<file path="src/rtl/mult_div_unit_if.sv">
// Request/result bundle between the control unit and mult_div_unit.
// The control unit is master; the arithmetic unit is slave.
interface mult_div_unit_if;
  logic        MultOp;
  logic        DivOp;
  logic [31:0] A;
  logic [31:0] B;
  logic [31:0] HI;
  logic [31:0] LO;
  logic        Div0;
  logic        Done;

  modport master (
    output MultOp, DivOp, A, B,
    input  HI, LO, Div0, Done
  );

  modport slave (
    input  MultOp, DivOp, A, B,
    output HI, LO, Div0, Done
  );
endinterface

</file>
<file path="src/rtl/mult_div_unit.sv">
// Iterative signed 32x32 multiply / 32/32 divide, one bit per clock.
// Results land in the architectural HI/LO pair and hold until the next commit.
module mult_div_unit (
  input  logic             clock,
  input  logic             reset,
  mult_div_unit_if.slave   bus
);

  typedef enum logic [2:0] {
    IDLE = 3'd0,
    MULT = 3'd1,
    DIV  = 3'd2,
    FIN  = 3'd3,
    ERR  = 3'd4
  } state_t;

  state_t      state;
  state_t      state_n;
  state_t      start_st;
  state_t      other_st;

  logic        is_div;
  logic        sa;
  logic        sb;
  logic [5:0]  cnt;
  logic [31:0] opr;
  logic [63:0] acc;
  logic [31:0] rem;
  logic [31:0] quo;

  logic [31:0] hi_q;
  logic [31:0] lo_q;
  logic        done_q;
  logic        div0_q;
  logic        done_d;
  logic        div0_d;

  logic        b_zero;
  logic [31:0] a_mag;
  logic [31:0] b_mag;
  logic        busy;
  logic        start;
  logic        start_div;
  logic        iter;
  logic        commit;

  logic [32:0] msum;
  logic [63:0] acc_n;
  logic [32:0] dshift;
  logic [32:0] dsub;
  logic        dge;
  logic [31:0] rem_n;
  logic [31:0] quo_n;
  logic [63:0] prod_f;
  logic [31:0] quo_f;
  logic [31:0] rem_f;

  assign b_zero = (bus.B == 32'd0);
  assign a_mag  = bus.A[31] ? (~bus.A + 32'd1) : bus.A;
  assign b_mag  = bus.B[31] ? (~bus.B + 32'd1) : bus.B;

  assign busy      = (state == MULT) || (state == DIV);
  assign start_div = (state_n == DIV) || (state_n == ERR);
  assign start     = !busy && (state_n != state) &&
                     ((state_n == MULT) || start_div);

  assign iter   = ((state == MULT) && bus.MultOp) ||
                  ((state == DIV)  && bus.DivOp);
  assign commit = iter && (cnt == 6'd31);

  // Multiply has priority when both requests arrive together.
  always_comb begin
    start_st = IDLE;
    unique case (1'b1)
      bus.MultOp: start_st = MULT;
      bus.DivOp:  start_st = b_zero ? ERR : DIV;
      default:    start_st = IDLE;
    endcase
  end

  // Leaving FIN/ERR may launch the opposite op on the same edge.
  always_comb begin
    other_st = IDLE;
    if (is_div) begin
      if (bus.MultOp) other_st = MULT;
    end else begin
      if (bus.DivOp) other_st = b_zero ? ERR : DIV;
    end
  end

  always_ff @(posedge clock or posedge reset) begin
    if (reset) state <= IDLE;
    else       state <= state_n;
  end

  always_comb begin
    state_n = state;
    unique case (state)
      IDLE: state_n = start_st;
      MULT: begin
        if (!bus.MultOp)        state_n = IDLE;
        else if (cnt == 6'd31)  state_n = FIN;
      end
      DIV: begin
        if (!bus.DivOp)         state_n = IDLE;
        else if (cnt == 6'd31)  state_n = FIN;
      end
      FIN: begin
        if (is_div ? !bus.DivOp : !bus.MultOp)
          state_n = other_st;
      end
      ERR: begin
        if (!bus.DivOp) state_n = other_st;
      end
      default: state_n = IDLE;
    endcase
  end

  always_comb begin
    done_d = (state_n == FIN);
    div0_d = (state_n == ERR);
  end

  always_ff @(posedge clock or posedge reset) begin
    if (reset) begin
      done_q <= 1'b0;
      div0_q <= 1'b0;
    end else begin
      done_q <= done_d;
      div0_q <= div0_d;
    end
  end

  // Shift-add: multiplier sits in acc[31:0] and is consumed LSB first.
  assign msum  = {1'b0, acc[63:32]} +
                 {1'b0, (acc[0] ? opr : 32'd0)};
  assign acc_n = {msum, acc[31:1]};

  // Restoring step: dividend bits enter from quo MSB first.
  assign dshift = {rem, quo[31]};
  assign dsub   = dshift - {1'b0, opr};
  assign dge    = !dsub[32];
  assign rem_n  = dge ? dsub[31:0] : dshift[31:0];
  assign quo_n  = {quo[30:0], dge};

  assign prod_f = (sa ^ sb) ? (~acc_n + 64'd1) : acc_n;
  assign quo_f  = (sa ^ sb) ? (~quo_n + 32'd1) : quo_n;
  assign rem_f  = sa ? (~rem_n + 32'd1) : rem_n;

  always_ff @(posedge clock or posedge reset) begin
    if (reset) begin
      is_div <= 1'b0;
      sa     <= 1'b0;
      sb     <= 1'b0;
      cnt    <= 6'd0;
      opr    <= 32'd0;
      acc    <= 64'd0;
      rem    <= 32'd0;
      quo    <= 32'd0;
    end else if (start) begin
      is_div <= start_div;
      sa     <= bus.A[31];
      sb     <= bus.B[31];
      cnt    <= 6'd0;
      rem    <= 32'd0;
      if (start_div) begin
        opr <= b_mag;
        quo <= a_mag;
        acc <= 64'd0;
      end else begin
        opr <= a_mag;
        quo <= 32'd0;
        acc <= {32'd0, b_mag};
      end
    end else if (iter) begin
      cnt <= cnt + 6'd1;
      if (state == DIV) begin
        rem <= rem_n;
        quo <= quo_n;
      end else begin
        acc <= acc_n;
      end
    end
  end

  always_ff @(posedge clock or posedge reset) begin
    if (reset) begin
      hi_q <= 32'd0;
      lo_q <= 32'd0;
    end else if (commit) begin
      if (state == DIV) begin
        hi_q <= rem_f;
        lo_q <= quo_f;
      end else begin
        hi_q <= prod_f[63:32];
        lo_q <= prod_f[31:0];
      end
    end
  end

  assign bus.HI   = hi_q;
  assign bus.LO   = lo_q;
  assign bus.Done = done_q;
  assign bus.Div0 = div0_q;

endmodule

</file>
<file path="src/flat_wrapper.sv">
// flat-port wrapper written by rule: the top's interface ports become plain ports
module mult_div_unit_flat 
  (clock, reset, bus_MultOp, bus_DivOp, bus_A, bus_B, bus_HI, bus_LO, bus_Div0, bus_Done);
  mult_div_unit_if bus_i ();
  input  logic clock;
  input  logic reset;
  input wire logic [$bits(bus_i.MultOp)-1:0] bus_MultOp;
  input wire logic [$bits(bus_i.DivOp)-1:0] bus_DivOp;
  input wire logic [$bits(bus_i.A)-1:0] bus_A;
  input wire logic [$bits(bus_i.B)-1:0] bus_B;
  output wire logic [$bits(bus_i.HI)-1:0] bus_HI;
  output wire logic [$bits(bus_i.LO)-1:0] bus_LO;
  output wire logic [$bits(bus_i.Div0)-1:0] bus_Div0;
  output wire logic [$bits(bus_i.Done)-1:0] bus_Done;
  assign bus_i.MultOp = bus_MultOp;
  assign bus_i.DivOp = bus_DivOp;
  assign bus_i.A = bus_A;
  assign bus_i.B = bus_B;
  assign bus_HI = bus_i.HI;
  assign bus_LO = bus_i.LO;
  assign bus_Div0 = bus_i.Div0;
  assign bus_Done = bus_i.Done;
  mult_div_unit u_core (.clock(clock), .reset(reset), .bus(bus_i));
endmodule
</file>
<file path="config.mk">
export PLATFORM = sky130hd
export DESIGN_NAME = mult_div_unit_flat
export DESIGN_NICKNAME = d
export VERILOG_FILES = /design/src/rtl/mult_div_unit_if.sv /design/src/rtl/mult_div_unit.sv /design/src/flat_wrapper.sv
export SDC_FILE = /design/constraint.sdc
export NUM_CORES = 1
export LEC_CHECK = 0
export CORE_MARGIN = 4
export CORE_UTILIZATION = 49
export DETAILED_ROUTE_END_ITERATION = 6
export GPL_TIMING_DRIVEN = 0
export PLACE_DENSITY = 0.68
export SLEW_MARGIN = 20
export SYNTH_ARGS = -nofsm -noshare
export SYNTH_HDL_FRONTEND = slang
export SYNTH_SLANG_ARGS = --single-unit
export TNS_END_PERCENT = 20
</file>
<file path="constraint.sdc">
create_clock -name clock -period 17.1 [get_ports clock]
set_input_delay 3.42 -clock clock [delete_from_list [all_inputs] [get_ports clock]]
set_output_delay 3.42 -clock clock [all_outputs]
set_load 0.005 [all_outputs]
</file>
======== Yosys cells after proc, flatten, opt, wreduce, memory -nomap -nowiden ========
Cells that the tools add are included.
operators by class
  add/sub/neg operators ................... 8
  eq/ne operators ......................... 11
  multiplexer cells ....................... 35
  bitwise gates (word level) .............. 6
  reduce and logical (&&, ||, !) cells .... 19
operator list
  operator                                                         number
  32-bit 2-to-1 mux                                                17
  64-bit 2-to-1 mux                                                4
  32-bit by 1-bit adder with 32-bit output, second input constant  4
  32-bit inverter                                                  4
  64-bit by 1-bit adder with 64-bit output, second input constant  1
  64-bit inverter                                                  1
  32-bit by 32-bit adder with 33-bit output                        1
  33-bit by 32-bit subtractor with 33-bit output                   1
  32-bit zero test                                                 1
  3-bit 2-to-1 mux                                                 8
  3-bit case mux with 5 select lines                               1
  3-bit by 2-bit == test with 1-bit output, second input constant  4
  6-bit 2-to-1 mux                                                 2
  6-bit by 1-bit adder with 6-bit output, second input constant    1
  3-bit by 1-bit == test with 1-bit output, second input constant  2
  3-bit == test, second input constant                             2
  6-bit by 5-bit == test with 1-bit output, second input constant  1
  3-bit case mux with 2 select lines                               1
  1-bit logical AND                                                5
  1-bit zero test                                                  4
  1-bit logical OR                                                 4
  2-bit AND reduction                                              2
  2-bit nonzero test                                               2
  3-bit zero test                                                  1
  4 further kinds                                                  5
storage, ports and cells
  input bits .............................. 68
  output and inout port bits .............. 66
  register bits after elaboration ......... 238
  word-level logic and storage cells ...... 92

======== Logic depth before layout (Yosys ltp) ========
Gate-level depths: netlist (run 1).
  depth in word-level cells ............... 12
  mapped depth ............................ 24
  depth with buffers taken out ............ 21

======== Worst setup path after synthesis (run 1) ========
OpenSTA, ideal clock, no wires.
  kind .................................... input to register
  start ................................... input port bus_B[25]
  end ..................................... register u_core.is_div
  buffers on the path ..................... 3
  library setup time ...................... 0.135 ns
  arrival ................................. 6.317 ns
  data required time ...................... 16.965 ns
  slack ................................... 10.648 ns
  stages .................................. 15
  cells stage by stage .................... or3_1 or3_1 or3_1 nor4_4 nor2_1 o211ai_2 and3_2 inv_2 or3_4 a21o_1 buf_6 buf_6 buf_6 nand2_1 nand2_1
on the way
  word-level cells in the longest chain between the ends .. 10
  elaborated cells on any way between the ends .. 16
  classes of those cells .................. eq/ne: 4; mux: 7; reduce/logical: 5
ends and longest elaborated chain
  what                                                                              line                                        text
  from (decl)                                                                       flat_wrapper.sv:10                          input wire logic [$bits(bus_i.B)-1:0] bus_B;
  32-bit zero test *                                                                mult_div_unit.sv:58                         assign b_zero = (bus.B == 32'd0);
  3-bit 2-to-1 mux *                                                                mult_div_unit.sv:76, mult_div_unit.sv:87
  3-bit 2-to-1 mux                                                                  mult_div_unit.sv:87                         if (bus.DivOp) other_st = b_zero ? ERR : DIV;
  3-bit 2-to-1 mux                                                                  mult_div_unit.sv:84                         if (is_div) begin
  3-bit 2-to-1 mux, on equally long branches                                        mult_div_unit.sv:113, mult_div_unit.sv:109
  3-bit case mux with 5 select lines *                                              mult_div_unit.sv:98                         unique case (state)
  named net u_core.state_n[1]                                                       mult_div_unit.sv:18                         state_t state_n;
  3-bit by 2-bit == test with 1-bit output / 3-bit == test (equally long branches)  mult_div_unit.sv:63                         assign start_div = (state_n == DIV) || (state_n == ERR);
  1-bit logical OR                                                                  mult_div_unit.sv:63
  1-bit logical OR                                                                  mult_div_unit.sv:65                         ((state_n == MULT) || start_div);
  1-bit logical AND                                                                 mult_div_unit.sv:64                         assign start = !busy && (state_n != state) &&
  to (signal assigned)                                                              mult_div_unit.sv:161                        is_div <= start_div;
  to (decl)                                                                         mult_div_unit.sv:22                         logic is_div;
Mark *: on every way through the listed nets, which the timed path passes. The rest lies on a longest branch.
A chain may end at the register's enable or synchronous reset.

======== Final worst setup path (run 1) ========
  start ................................... register u_core.quo[31]
  end ..................................... register u_core.hi_q[28] (netlist: u_core.bus.HI[28])
on the way
  word-level cells in the longest chain between the ends .. 6
ends and longest elaborated chain
  what                                            line                  text
  from (decl)                                     mult_div_unit.sv:29   logic [31:0] quo;
  from (signal assigned)                          mult_div_unit.sv:168  quo <= a_mag;
  from (signal assigned)                          mult_div_unit.sv:179  quo <= quo_n;
  33-bit by 32-bit subtractor with 33-bit output  mult_div_unit.sv:141  assign dsub = dshift - {1'b0, opr};
  32-bit 2-to-1 mux *                             mult_div_unit.sv:143  assign rem_n = dge ? dsub[31:0] : dshift[31:0];
  32-bit inverter                                 mult_div_unit.sv:148  assign rem_f = sa ? (~rem_n + 32'd1) : rem_n;
  32-bit by 1-bit adder with 32-bit output        mult_div_unit.sv:148
  32-bit 2-to-1 mux *                             mult_div_unit.sv:148
  32-bit 2-to-1 mux *                             mult_div_unit.sv:191  if (state == DIV) begin
  to (signal assigned)                            mult_div_unit.sv:192  hi_q <= rem_f;
  to (signal assigned)                            mult_div_unit.sv:195  hi_q <= prod_f[63:32];
  to (decl)                                       mult_div_unit.sv:31   logic [31:0] hi_q;
Mark *: on every way between the ends. The rest lies on a longest branch, timed or not.

==> results of run 1 <==
## routing by layer
layer	vias up	global-route usage, %
met5	-	0
met3	159	8.46
li1	9182	-
met4	0	13.3
met1	9860	52.8
met2	1182	56.1
## area by class of cell
| cell class | count | share of cell area [%] |
|---|---|---|
| clock inverters | 13 | 0.776 |
| clock buffers | 40 | 3.73 |
| plain buffers | 146 | 2.92 |
| multi-input cells | 1996 | 55.5 |
| repair buffers | 136 | 6.28 |
| inverters | 63 | 1.10 |
| well taps | 518 | 2.91 |
| flip-flops and latches | 238 | 26.8 |
## cells by family (layout without fill, tap and decap cells)
logic type | count (synthesis) | after routing | share of synthesized area, %
xor gates and xnor gates | 221 | 221 | 10.2
adders and majority gates | 72 | 72 | 4.77
and+or+nand+nor | 848 | 848 | 20.8
muxes | 31 | 31 | 1.71
AOI/OAI and AO/OA | 824 | 824 | 26.9
buffers and inverters | 209 | 398 | 4.62
DFF | 238 | 238 | 31.0
## flip-flops by register name (all words and copies together) (netlist names), 3 cells and up
name / flops
u_core.acc: 64
u_core.bus.HI: 32
u_core.bus.LO: 32
u_core.opr: 32
u_core.quo: 32
u_core.rem: 32
u_core.cnt: 6
u_core.state: 3
## power by group through the flow
| stage | registers, uW | clock network [uW] | logic [uW] |
|---|---|---|---|
| 6_report | 913 | 663 | 2470 |
| 5_1_grt | 928 | 686 | 2630 |
| 4_1_cts | 901 | 664 | 2390 |
| 3_5_place_dp | 910 | 0 | 2370 |
| 3_3_place_gp | 905 | 0 | 2350 |
| 2_1_floorplan | 839 | 0 | 1610 |
## worst paths after layout
| check | endpoint | slack [ns] |
|---|---|---|
| max in group asynchronous | u_core.acc[33] | 12.99 |
| worst max register to register | u_core.bus.HI[28] | 9.34 |
| min in group asynchronous | u_core.bus.LO[26] | 3.25 |
| worst min register to register | u_core.bus.LO[13] | 0.48 |
| worst min-delay path | u_core.bus.LO[13] | 0.48 |
| worst max-delay path | u_core.bus.HI[28] | 9.34 |
## worst max-delay path: stages (launching register included)
cell	delay, ns
dfrtp_1	0.56
inv_1	0.11
ha_1	0.24
fa_1	0.43
nor2b_1	0.22
o31a_2	0.21
o2111ai_2	0.20
o41ai_4	0.53
a31oi_2	0.27
xnor2_4	0.26
inv_2	0.10
buf_6	0.15
clkbuf_1	0.55
clkbuf_1	0.81
nor2_1	0.08
a21oi_1	0.29
ha_1	0.33
nand3_1	0.18
nor4b_1	0.55
nor4b_1	0.30
o211ai_1	0.28
nor2_1	0.39
a21oi_1	0.13
a311o_1	0.29
o41ai_2	0.19
## cell usage in the layout, fill, tap and decap left out, types with 13 or more instances in the layout
| cell | instances |
|---|---|
| o21ai_0 | 270 |
| a211oi_1 | 13 |
| nand2_1 | 313 |
| o21a_1 | 47 |
| and3_1 | 16 |
| o21ai_1 | 15 |
| nor2_1 | 194 |
| o22ai_1 | 33 |
| nor3_1 | 42 |
| xor2_1 | 98 |
| ha_1 | 70 |
| a31oi_1 | 50 |
| clkbuf_1 | 108 |
| and2_1 | 46 |
| o211ai_1 | 48 |
| a21o_1 | 22 |
| or4_1 | 16 |
| buf_2 | 23 |
| o31ai_1 | 38 |
| nand4_1 | 13 |
| nor4_1 | 19 |
| a21oi_1 | 174 |
| xnor2_1 | 122 |
| clkbuf_16 | 31 |
| dfrtp_1 | 238 |
| nand3_1 | 93 |
| mux2i_1 | 26 |
| clkdlybuf4s50_1 | 133 |
| or3_1 | 28 |
| o41ai_1 | 18 |
| inv_1 | 60 |
## stage by stage
step	instance area, um2	std cells	worst slack, ns	total power (uW)
2_1_floorplan	19200	2443	7.15	2450
3_3_place_gp	21200	3094	3.70	3250
3_5_place_dp	21300	3097	9.04	3280
4_1_cts	22300	3150	9.61	3950
5_1_grt	22300	3150	9.00	4240
6_report	22300	3150	9.34	4050
==> out/metrics.csv, run 1 <==
metric,value,unit
dr_wl_met3,8.75,mm
via_per_inst,6.47,
fmax,0.129,GHz
wl_per_cell,25.8,um
cap_viol_max_count,0,
pin_count,134,
dr_total_vias,20383,
synth_top_cell_area_share,31.0,%
postCtsSetupBuffers,0,
layout-drive-gt1-share,4.90,%
regArea,5960,um2
slew_headroom,30.3,%
initial_core_util,49.7,%
drt_first_pass_iters,6,
cts_buffers,30,
dieHeight,206,um
gp_congestion,1.00,
htreeDepth,1,
wl_met1,33.9,mm
cts_tree,done,
regToRegStartpoint,u_core.quo[31],
clk_pin_slew_worst_paths,0.07,ns
cp-start-kind,flop,
top_layer,met4,
maxSlewViolCount,0,
met2_length,34.7,mm
utilization,57.6,%
p_leak,0.00916,uW
whs,0.480,ns
antenna_cells,0,
yosys_warnings,0,
synth-async-reset-ratio,100,%
cts_resized,0,
synth_cell_types,96,
grt_overflow,0,
p_seq_share,22.6,%
ys.flop_type,dfrtp_1,
swShare,52.1,%
critical_path_required,17.60,ns
synth_cells,2443,
drc_errors,0,
worstPathArrival,8.26,ns
fin_crit_sh,45.4,%
cts_root_buffer,clkbuf_16,
hold_path.startpoint,u_core.bus.LO[13],
hold_viol,0,
synth_nets,2583,
tightest_slew,1.03,ns
status,"finished, final reports clean",
ys_top_cells_by_area,"dfrtp_1 31%, o21ai_0 7.0%, nand2_1 6.1%",
reg2reg_depth,24,
path_max_fanout,10,
multi_input_area,12400,um2
nets,2751,
dp_hpwl,64.3,mm
hold_depth,2,
combinationalPowerShare,61.1,%
grt_pass1_vias,18951,
ant_nets,0,
fill_cells,3676,
fin_crit,7.76,ns
p_sw,2110,uW
cts_buffer_depth,3,
wl,81.1,mm
die_x,206,um
setup_viol,0,
synth_top_cell_by_area,dfrtp_1,
syn_to_final_growth,15.9,%
crit_path_start,u_core.quo[31],
powerDensity,182,nW/um2
grt_max_degree,101,
ctsHoldBuffers,0,
clock_latency,0.60,ns
yosysMostFrequentCell,nand2_1,
synthTopCellsByCount,"313 x nand2_1, 270 x o21ai_0, 238 x dfrtp_1, 194 x nor2_1, 174 x a21oi_1",
tns,0,ns
grt_usage,37.3,%
antenna_found_initial,2,
port_buffers,133,
core.rowCount,72,
skew,0.0287,ns
synth_edf_count,0,
clockPowerShare,16.4,%
core_area,38600,um2
yosysSeqAreaShare,31.0,%
syn_area_per_cell,7.86,um2
ys_seq_elements,238,
cts_sinks,238,
crit_type,reg -> reg,
synth_area,19200,um2
crit_path_end_kind,flop,
hp-class,reg -> reg,
intPower,1940,uW
rsz0062_at_grt,false,
drt_iter0_drc,2396,
dieArea,42400,um2
grt_pass1_wl,120,mm
vdd_drop_max,0.0897,mV
Power figures use the tool's default switching activity.
==> run 2: changes to the inputs <==
==> constraint.sdc (replaced) <==
create_clock -name clock -period 7.6 [get_ports clock]
set_input_delay 1.52 -clock clock [delete_from_list [all_inputs] [get_ports clock]]
set_output_delay 1.52 -clock clock [all_outputs]
set_load 0.005 [all_outputs]
==> run 2 against run 1 <==
  * Non-clock buffer count rose by 3
  * Power is 120% higher
  * Clock-buffer cell count up 2
  * Final area up 0.25%
  * Combinational power up 120%
  * Critical endpoint unchanged
  * Register-to-register slack got worse by 8.6 ns
  * Cell count about the same
  * Largest power group unchanged
  * Global-route usage decreased by 0.32 points
  * Core utilization increased by 0.14 points
  * Sequential power up 130%
==> out/metrics.csv, run 2 (same netlist as run 1, synthesis figures left out) <==
metric,value,unit,change
reg2reg_depth,22,,-8.3%
critical-path-slowest-cell,dfrtp_1,,
dieArea,42400,um2,unchanged
vdd_drop_max,0.222,mV,+150%
whs_endpoint,u_core.bus.HI[4],,
r2r_slack,0.74,ns,-8.59 ns
fmax,0.146,GHz,+13%
wl,80.3,mm,-1.0%
hold_depth,2,,unchanged
dieHeight,206,um,unchanged
tns,0,ns,unchanged
grt_pass1_vias,19028,,+0.41%
layout-drive-gt1-share,5.09,%,+0.19 points
fin_crit,6.86,ns,-0.907 ns
cts_tree,done,,
die_x,206,um,unchanged
antenna_found_initial,2,,unchanged
pin_count,134,,unchanged
crit_path_end_kind,flop,,
initial_core_util,49.7,%,unchanged
combinationalPowerShare,61.1,%,about the same
drc_errors,0,,unchanged
cts_buffers,29,,-3.3%
wl_per_cell,25.5,um,-1.0%
utilization,57.7,%,+0.14 points
cp-start-kind,flop,,
cap_viol_max_count,0,,unchanged
gp_congestion,1.01,,+0.65%
rsz0062_at_grt,false,,
grt_util_met3,9.67,%,+1.2 points
path_cells,inv_1 > ha_1 > fa_1 > nor2b_1 > o31a_2 > o2111ai_2 > o41ai_4 > a31oi_2 > xnor2_4 > inv_2 > buf_6 > clkbuf_2 > a21oi_1 > ha_1 > nand3_1 > nor4b_1 > nor4b_1 > o211ai_1 > nor2_1 > a21oi_1 > a311o_1 > o41ai_2,,
antenna_cells,0,,unchanged
critical_path_required,8.10,ns,-9.50 ns
p_seq_share,22.6,%,about the same
p_sw,4740,uW,+120%
nets,2753,,+0.073%
layout_common_cells,"313 x nand2_1, 270 x o21ai_0, 238 x dfrtp_1",,
crit_type,reg -> reg,,
status,"finished, final reports clean",,
clk_pin_slew_worst_paths,0.07,ns,about the same
core.rowCount,72,,unchanged
slew_headroom,26.4,%,-4.0 points
largest_reg_flops,64,,unchanged
clockPowerShare,16.3,%,about the same
p_leak,0.00920,uW,+0.41%
tightest_slew,1.10,ns,+0.0726 ns
grt_usage,36.9,%,-0.32 points
use_met1,51.5,%,-1.4 points
hp-class,reg -> reg,,
max_flop_register,u_core.acc,,
grt_pass1_wl,119,mm,-0.74%
hold_path.startpoint,u_core.bus.HI[4],,
fill_cells,3606,,-1.9%
via_per_inst,6.48,,about the same
skew,0.0308,ns,+0.00205 ns
grt_overflow,0,,unchanged
final_common_cell,nand2_1,,
dp_hpwl,64.1,mm,-0.24%
drt_iter0_drc,2703,,+13%
ant_nets,0,,unchanged
core_area,38600,um2,unchanged
regToRegStartpoint,u_core.quo[31],,
cts_sinks,238,,unchanged
clock_latency,0.60,ns,about the same
drt_first_pass_iters,6,,unchanged
maxSlewViolCount,0,,unchanged
powerDensity,407,nW/um2,+120%
worstReg2RegEnd,u_core.bus.HI[28],,
cts_root_buffer,clkbuf_16,,
hold_viol,0,,unchanged
busiest_layer,met2,,
grt_use_met2,54.2,%,-1.9 points
fin_crit_sh,90.2,%,+45 points
grt_max_degree,36,,-64%
syn_to_final_growth,16.2,%,
intPower,4340,uW,+120%
swShare,52.2,%,+0.078 points
dr_total_vias,20407,,+0.12%
setup_viol,0,,unchanged
cts_buffer_depth,3,,unchanged
path_max_fanout,19,,+9
ctsHoldBuffers,0,,unchanged
worstPathArrival,7.36,ns,-0.90 ns
worst_path_largest_cell_delay,0.57,ns,-0.24 ns
port_buffers,133,,unchanged
htreeDepth,1,,unchanged
==> run 2: what timing repair did <==
item                                    4_1_cts  5_1_grt
setup buffers                                 0        0
resized for setup                             0        3
endpoints found under the setup margin        0        8
==> run 2: power by group through the flow <==
stage                     Clock, uW  Combinational [uW]  Sequential, uW
final                          1480                5550            2060
after global routing           1520                5910            2090
after CTS                      1480                5360            2030
after detailed placement          0                5320            2050
after global placement            0                5260            2030
after floorplan                   0                3620            1890
==> run 2: through the flow <==
step                power [uW]  hold WS [ns]  instance area [um2]  setup slack [ns]  instances
finish                    9090         0.476                22300             0.744       3151
global route              9530         0.501                22300             0.359       3151
global placement          7290         0.463                21200             0.267       3094
detailed placement        7370         0.469                21300             0.237       3101
floorplan                 5510         0.470                19200              2.29       2443
CTS                       8870         0.481                22300             0.213       3152
==> run 2: layer usage <==
| metal | vias up | routed length (um) |
|---|---|---|
| met5 | - | 14 |
| met3 | 194 | 9010 |
| met2 | 1183 | 33600 |
| met1 | 9840 | 33300 |
| met4 | 2 | 4450 |
| li1 | 9188 | - |
==> run 2: final cells by class <==
cell class                      count  area [um2]  share of cell area [%]
Timing Repair Buffer              140        1470                    6.60
Clock buffer                       42         855                    3.83
Buffer                            145         647                    2.90
Multi-Input combinational cell   1996       12400                    55.4
Sequential cell                   238        5960                    26.7
Tap cell                          518         648                    2.91
Inverter                           63         240                    1.08
Clock inverter                      9         135                   0.606
==> run 2: worst max-delay path by stage <==
stage	endpoint	slack, ns	depth (start not counted)	from
after floorplan	u_core.bus.HI[28]	2.29	24	u_core.quo[31]
after global placement	u_core.bus.HI[28]	0.27	24	u_core.quo[31]
after detailed placement	u_core.bus.HI[28]	0.24	24	u_core.quo[31]
after CTS	u_core.bus.HI[26]	0.21	24	u_core.quo[31]
after global routing	u_core.bus.HI[28]	0.36	22	u_core.quo[31]
final	u_core.bus.HI[28]	0.74	22	u_core.quo[31]
==> run 2: critical path, delay by kind of cell (launching register included) <==
kind                       cells  cell delay [ns]
adders and majority gates      3             1.01
AOI/OAI and AO/OA              9             2.49
xor gates and xnor gates       1             0.38
buffers and inverters          4             0.70
DFF                            1             0.57
and+or+nand+nor                5             1.60
==> edit 1 (settings of run 2) <==
Make the reset (`reset`) synchronous in 4 clocked blocks.
--- a/src/rtl/mult_div_unit.sv
+++ b/src/rtl/mult_div_unit.sv
@@ -89,5 +89,5 @@
   end
 
-  always_ff @(posedge clock or posedge reset) begin
+  always_ff @(posedge clock) begin
     if (reset) state <= IDLE;
     else       state <= state_n;
@@ -122,5 +122,5 @@
   end
 
-  always_ff @(posedge clock or posedge reset) begin
+  always_ff @(posedge clock) begin
     if (reset) begin
       done_q <= 1'b0;
@@ -148,5 +148,5 @@
   assign rem_f  = sa ? (~rem_n + 32'd1) : rem_n;
 
-  always_ff @(posedge clock or posedge reset) begin
+  always_ff @(posedge clock) begin
     if (reset) begin
       is_div <= 1'b0;
@@ -184,5 +184,5 @@
   end
 
-  always_ff @(posedge clock or posedge reset) begin
+  always_ff @(posedge clock) begin
     if (reset) begin
       hi_q <= 32'd0;
Check against the original RTL: differs if reset is asserted again (counterexample within 4 cycles, from zero or initial values and one cycle with reset high); with reset held inactive, the same outputs for 4 cycles.
==> edit 1 against run 2 <==
  * Synthesized area rose by 0.46%
  * Wire length up 4.4%
  * Final area decreased by 0.56%
  * Maximum frequency shrank 0.24%
  * Cell count rose by 5.6%
  * Setup slack got worse by 0.016 ns
  * Sequential cell count is the same
  * Largest cell class unchanged
Power is not compared: it rests on default switching activity, and its combinational part moved more than twofold at a synthesized area within 25%.
==> edit 1: results (changes against run 2) <==
{
  "routing": {
    "drt-vias-per-instance": {"value": 6.41, "change": "-0.97%"},
    "drtIter0Drc": {"value": 2653, "change": "-1.8%"},
    "drt-pass1-iter-count": {"value": 6, "change": "unchanged"},
    "routed_wl": {"value": 83800, "unit": "um", "change": "+4.4%"}
  },
  "synthesis": {
    "synth_commonest_cells": "sky130_fd_sc_hd__nand2_1, sky130_fd_sc_hd__nor2_1, sky130_fd_sc_hd__a21oi_1, sky130_fd_sc_hd__dfxtp_1, sky130_fd_sc_hd__clkbuf_1",
    "synth_fp_nets": {"value": 2773, "change": "+7.4%"},
    "synth.yosys.seq_area_share": {"value": 24.7, "unit": "%", "change": "-6.3 points"},
    "async_flop_share": {"value": 0, "unit": "%", "change": "-100 points"},
    "biggest_area_contributors_in_the_synthesized_netlist": "sky130_fd_sc_hd__dfxtp_1, sky130_fd_sc_hd__a21oi_1, sky130_fd_sc_hd__nand2_1, sky130_fd_sc_hd__nor2_1, sky130_fd_sc_hd__xnor2_1",
    "synthDistinctLibCells": {"value": 101, "change": "+5.2%"},
    "synth_top_flop_cell": "sky130_fd_sc_hd__dfxtp_1"
  },
  "clock_tree": {
    "clk_latency": {"value": 0.56, "unit": "ns", "change": "-0.04 ns"},
    "cts-resized-gates": {"value": 0, "change": "unchanged"}
  },
  "critical_path": {
    "path_max_fanout": {"value": 10, "change": "-9"},
    "timing.critical_path.slowest_cell_delay": {"value": 0.74, "unit": "ns", "change": "+0.17 ns"},
    "crit_arrival": {"value": 7.29, "unit": "ns", "change": "-0.07 ns"},
    "critical-path-slowest-cell": "sky130_fd_sc_hd__a211oi_1"
  },
  "place": {
    "placed_cell_area": {"value": 21200, "unit": "sq um", "change": "-0.35%"},
    "last_weighted_congestion_value_of_the_routability_driven_placer": {"value": 1.07, "change": "+6.7%"},
    "detailed_place_hpwl": {"value": 67600, "unit": "um", "change": "+5.5%"},
    "minimum_setup_slack_after_placement": {"value": 1.03, "unit": "ns", "change": "+0.790 ns"},
    "buffer_ports.inserted": {"value": 131, "change": "-1.5%"}
  },
  "global_route": {
    "first_global_vias": {"value": 19800, "change": "+3.9%"},
    "grt_first_pass_wirelength": {"value": 123000, "unit": "um", "change": "+3.4%"},
    "grt_usage": {"value": 37.7, "unit": "%", "change": "+0.79 points"},
    "antenna_found_initial": {"value": 0, "change": "-2"}
  },
  "finish": {
    "num-nets-final": {"value": 2932, "change": "+6.5%"},
    "drive_above_1_share": {"value": 5.77, "unit": "%", "change": "+0.68 points"}
  },
  "sta": {
    "slew_headroom": {"value": 23.5, "unit": "%", "change": "-2.9 points"}
  },
  "outcome": {
    "status": "complete, no violations"
  }
}
edit 1: through the flow:
| stage | std cells | power, mW |
|---|---|---|
| 3_5_place_dp | 3282 | 3.90 |
| 3_3_place_gp | 3282 | 3.86 |
| 2_1_floorplan | 2633 | 3.08 |
| 4_1_cts | 3328 | 5.30 |
| 6_report | 3329 | 5.41 |
| 5_1_grt | 3328 | 5.59 |
edit 1: routing by layer:
metal / global-route usage (%) / vias to the layer above / share of wire [%]
met2: 57.9 / 1158 / 43
met3: 9.56 / 227 / 11
met5: 0 / - / 0
met4: 13.7 / 0 / 4.6
met1: 51.3 / 10100 / 41
li1: - / 9844 / -
edit 1: kinds of logic after synthesis:
group | after synthesis | synth area share, %
flops | 238 | 24.7
buf+inv | 241 | 5.18
compound gates | 830 | 28.8
xor+xnor | 216 | 9.85
simple gates | 991 | 24.2
fa+ha+maj | 72 | 4.75
mux | 45 | 2.52
edit 1: area by class of cell:
type	count	area (sq um)
clock buffer	36	748
fill	3789	16600
tap	518	648
clock inverter	10	186
timing repair buffer	131	1310
antenna	1	2.50
inverter	65	244
multi-input combinational	2154	13500
buffer	176	754
sequential	238	4760
edit 1: worst paths after layout:
kind	startpoint	end	slack, ns	cells after the start
worst max-delay path	u_core.opr[12]	u_core.bus.HI[22]	0.73	23
worst min register to register	u_core.bus.HI[13]	u_core.bus.HI[13]	0.45	2
worst max register to register	u_core.opr[12]	u_core.bus.HI[22]	0.73	23
worst min-delay path	u_core.bus.HI[13]	u_core.bus.HI[13]	0.45	2
edit 1: power breakdown:
| part | total (mW) | leakage (nW) | internal, mW | switching, mW |
|---|---|---|---|---|
| Combinational | 2.48 | 5.80 | 0.822 | 1.66 |
| Sequential | 1.51 | 1.93 | 1.34 | 0.170 |
| Clock | 1.42 | 0.461 | 0.855 | 0.563 |
==> edit 2 (settings of run 2) <==
Made on the original files. Re-encode `state_t` (5 states) as Gray code, 3 bits wide.
--- a/src/rtl/mult_div_unit.sv
+++ b/src/rtl/mult_div_unit.sv
@@ -8,9 +8,9 @@
 
   typedef enum logic [2:0] {
-    IDLE = 3'd0,
-    MULT = 3'd1,
-    DIV  = 3'd2,
-    FIN  = 3'd3,
-    ERR  = 3'd4
+    IDLE = 3'b000,
+    MULT = 3'b001,
+    DIV  = 3'b011,
+    FIN  = 3'b010,
+    ERR  = 3'b110
   } state_t;
 
Behaviour: no difference found for any inputs over 4 cycles, from zero or initial values and one cycle with reset high; so few cycles prove little.
==> edit 2 against run 2 <==
  * The run now ends with DRC left
  * Synthesized area rose by 3.7%
  * Sequential cell count stayed put
  * Setup slack got worse by 0.54 ns
  * Count of clock-buffer cells in the layout fell by 5
  * Wire length rose by 6.2%
  * Final area up 3.7%
  * Cell count is 2.9% higher
  * Critical path type unchanged
  * Highest routed layer unchanged
Power is not shown: default switching activity piles up to over one toggle a cycle in this logic, so the estimate is an artifact.
==> edit 2: results (changes against run 2) <==
{
  "outcome": {
    "status": "complete, but fails checks",
    "violated_checks": "DRC"
  },
  "global_route": {
    "grt_use_met1": {"value": 52.0, "unit": "%", "change": "+0.54 points"},
    "use_met3": {"value": 8.12, "unit": "%", "change": "-1.5 points"},
    "grt_first_pass_wirelength": {"value": 125000, "unit": "um", "change": "+5.4%"},
    "largest_net_degree_at_the_start_of_global_routing": {"value": 35, "change": "-2.8%"},
    "first_global_vias": {"value": 19800, "change": "+3.9%"}
  },
  "finish": {
    "n_clock_buffer": {"value": 37, "change": "-12%"},
    "layout.sequential_cells": {"value": 238, "change": "unchanged"},
    "filler_cell_count": {"value": 3736, "change": "+3.6%"},
    "drive_above_1_share": {"value": 7.51, "unit": "%", "change": "+2.4 points"},
    "final.signal_buffer_count": {"value": 300, "change": "+5.3%"},
    "nMultiInputCombCells": {"value": 2048, "change": "+2.6%"}
  },
  "routing": {
    "remaining_drc_errors": {"value": 3, "change": "+3"},
    "route.layer.met1.wl": {"value": 34800, "unit": "um", "change": "+4.7%"},
    "post_drt_wl_per_cell": {"value": 26.3, "unit": "um", "change": "+3.2%"},
    "drt-pass1-iter-count": {"value": 7, "change": "+1"},
    "met2_length": {"value": 35800, "unit": "um", "change": "+6.5%"}
  },
  "critical_path": {
    "critical_path.reg2reg.startpoint": "u_core.opr[13]"
  },
  "synthesis": {
    "synth_commonest_cells": "sky130_fd_sc_hd__nand2_1, sky130_fd_sc_hd__dfrtp_1, sky130_fd_sc_hd__o21ai_0, sky130_fd_sc_hd__a21oi_1, sky130_fd_sc_hd__xnor2_1"
  },
  "place": {
    "placed_cell_area": {"value": 22000, "unit": "sq um", "change": "+3.4%"},
    "detailed_place_hpwl": {"value": 68500, "unit": "um", "change": "+6.9%"},
    "minimum_setup_slack_after_placement": {"value": -0.359, "unit": "ns", "change": "-0.596 ns"}
  },
  "sta": {
    "skew": {"value": 0.0226, "unit": "ns", "change": "-0.00816 ns"},
    "slew_headroom": {"value": 20.6, "unit": "%", "change": "-5.8 points"}
  },
  "hold_path": {
    "hold_start": "u_core.bus.LO[16]"
  }
}
## edit 2: cell types whose count changed after synthesis, moves of 34 or more
cell / run 2 / this run
sky130_fd_sc_hd__o21ai_0: 270 / 200
sky130_fd_sc_hd__a21oi_2: 0 / 54
sky130_fd_sc_hd__nand2_1: 313 / 393
sky130_fd_sc_hd__nor2_1: 194 / 147
sky130_fd_sc_hd__o21ai_1: 15 / 57
sky130_fd_sc_hd__mux2i_1: 26 / 60
## edit 2: through the flow
stage               hold WS, ns  cells  TNS [ns]
floorplan                 0.463   2523         0
global placement          0.461   3180     -1.68
detailed placement        0.463   3188     -1.22
CTS                       0.477   3243         0
global route              0.499   3243         0
finish                    0.476   3243         0
## edit 2: repair_timing
item / CTS / global route
setup buffers: 0 / 0
endpoints found under the setup margin: 8 / 3
gates resized for setup: 1 / 3
## edit 2: worst paths after layout
kind	endpoint	slack, ns	cells after the start
max	u_core.bus.HI[18]	0.20	22
min	u_core.bus.LO[16]	0.48	2
max reg2reg	u_core.bus.HI[18]	0.20	22
min reg2reg	u_core.bus.LO[16]	0.48	2
max in group asynchronous	u_core.bus.HI[1]	5.33	5
min in group asynchronous	u_core.bus.HI[15]	1.28	2
## edit 2: cells by family after synthesis
group                    after synthesis  share of synthesized area [%]
buffers and inverters                237                           5.37
XOR/XNOR                             221                           9.73
AO/OA/AOI/OAI                        796                           25.6
flip-flops                           238                           29.9
adder cells (fa/ha/maj)               72                           4.60
AND/OR/NAND/NOR                      889                           21.1
multiplexers                          70                           3.66
## edit 2: critical path, stage by stage, from the launching register on
cell	delay, ns
sky130_fd_sc_hd__dfrtp_1	0.43
sky130_fd_sc_hd__inv_1	0.12
sky130_fd_sc_hd__ha_1	0.28
sky130_fd_sc_hd__clkbuf_1	0.28
sky130_fd_sc_hd__and3_1	0.20
sky130_fd_sc_hd__clkbuf_1	0.27
sky130_fd_sc_hd__nand3_1	0.13
sky130_fd_sc_hd__a211o_1	0.37
sky130_fd_sc_hd__a21oi_1	0.44
sky130_fd_sc_hd__o21a_1	0.57
sky130_fd_sc_hd__nor2_4	0.15
sky130_fd_sc_hd__inv_2	0.44
sky130_fd_sc_hd__clkbuf_2	0.51
sky130_fd_sc_hd__o21ai_0	0.31
sky130_fd_sc_hd__inv_1	0.12
sky130_fd_sc_hd__ha_1	0.21
sky130_fd_sc_hd__nand2_1	0.09
sky130_fd_sc_hd__nor3_1	0.36
sky130_fd_sc_hd__a41oi_1	0.56
sky130_fd_sc_hd__o41ai_1	0.63
sky130_fd_sc_hd__xor2_1	0.26
sky130_fd_sc_hd__o21ai_0	0.42
sky130_fd_sc_hd__nand2_1	0.09
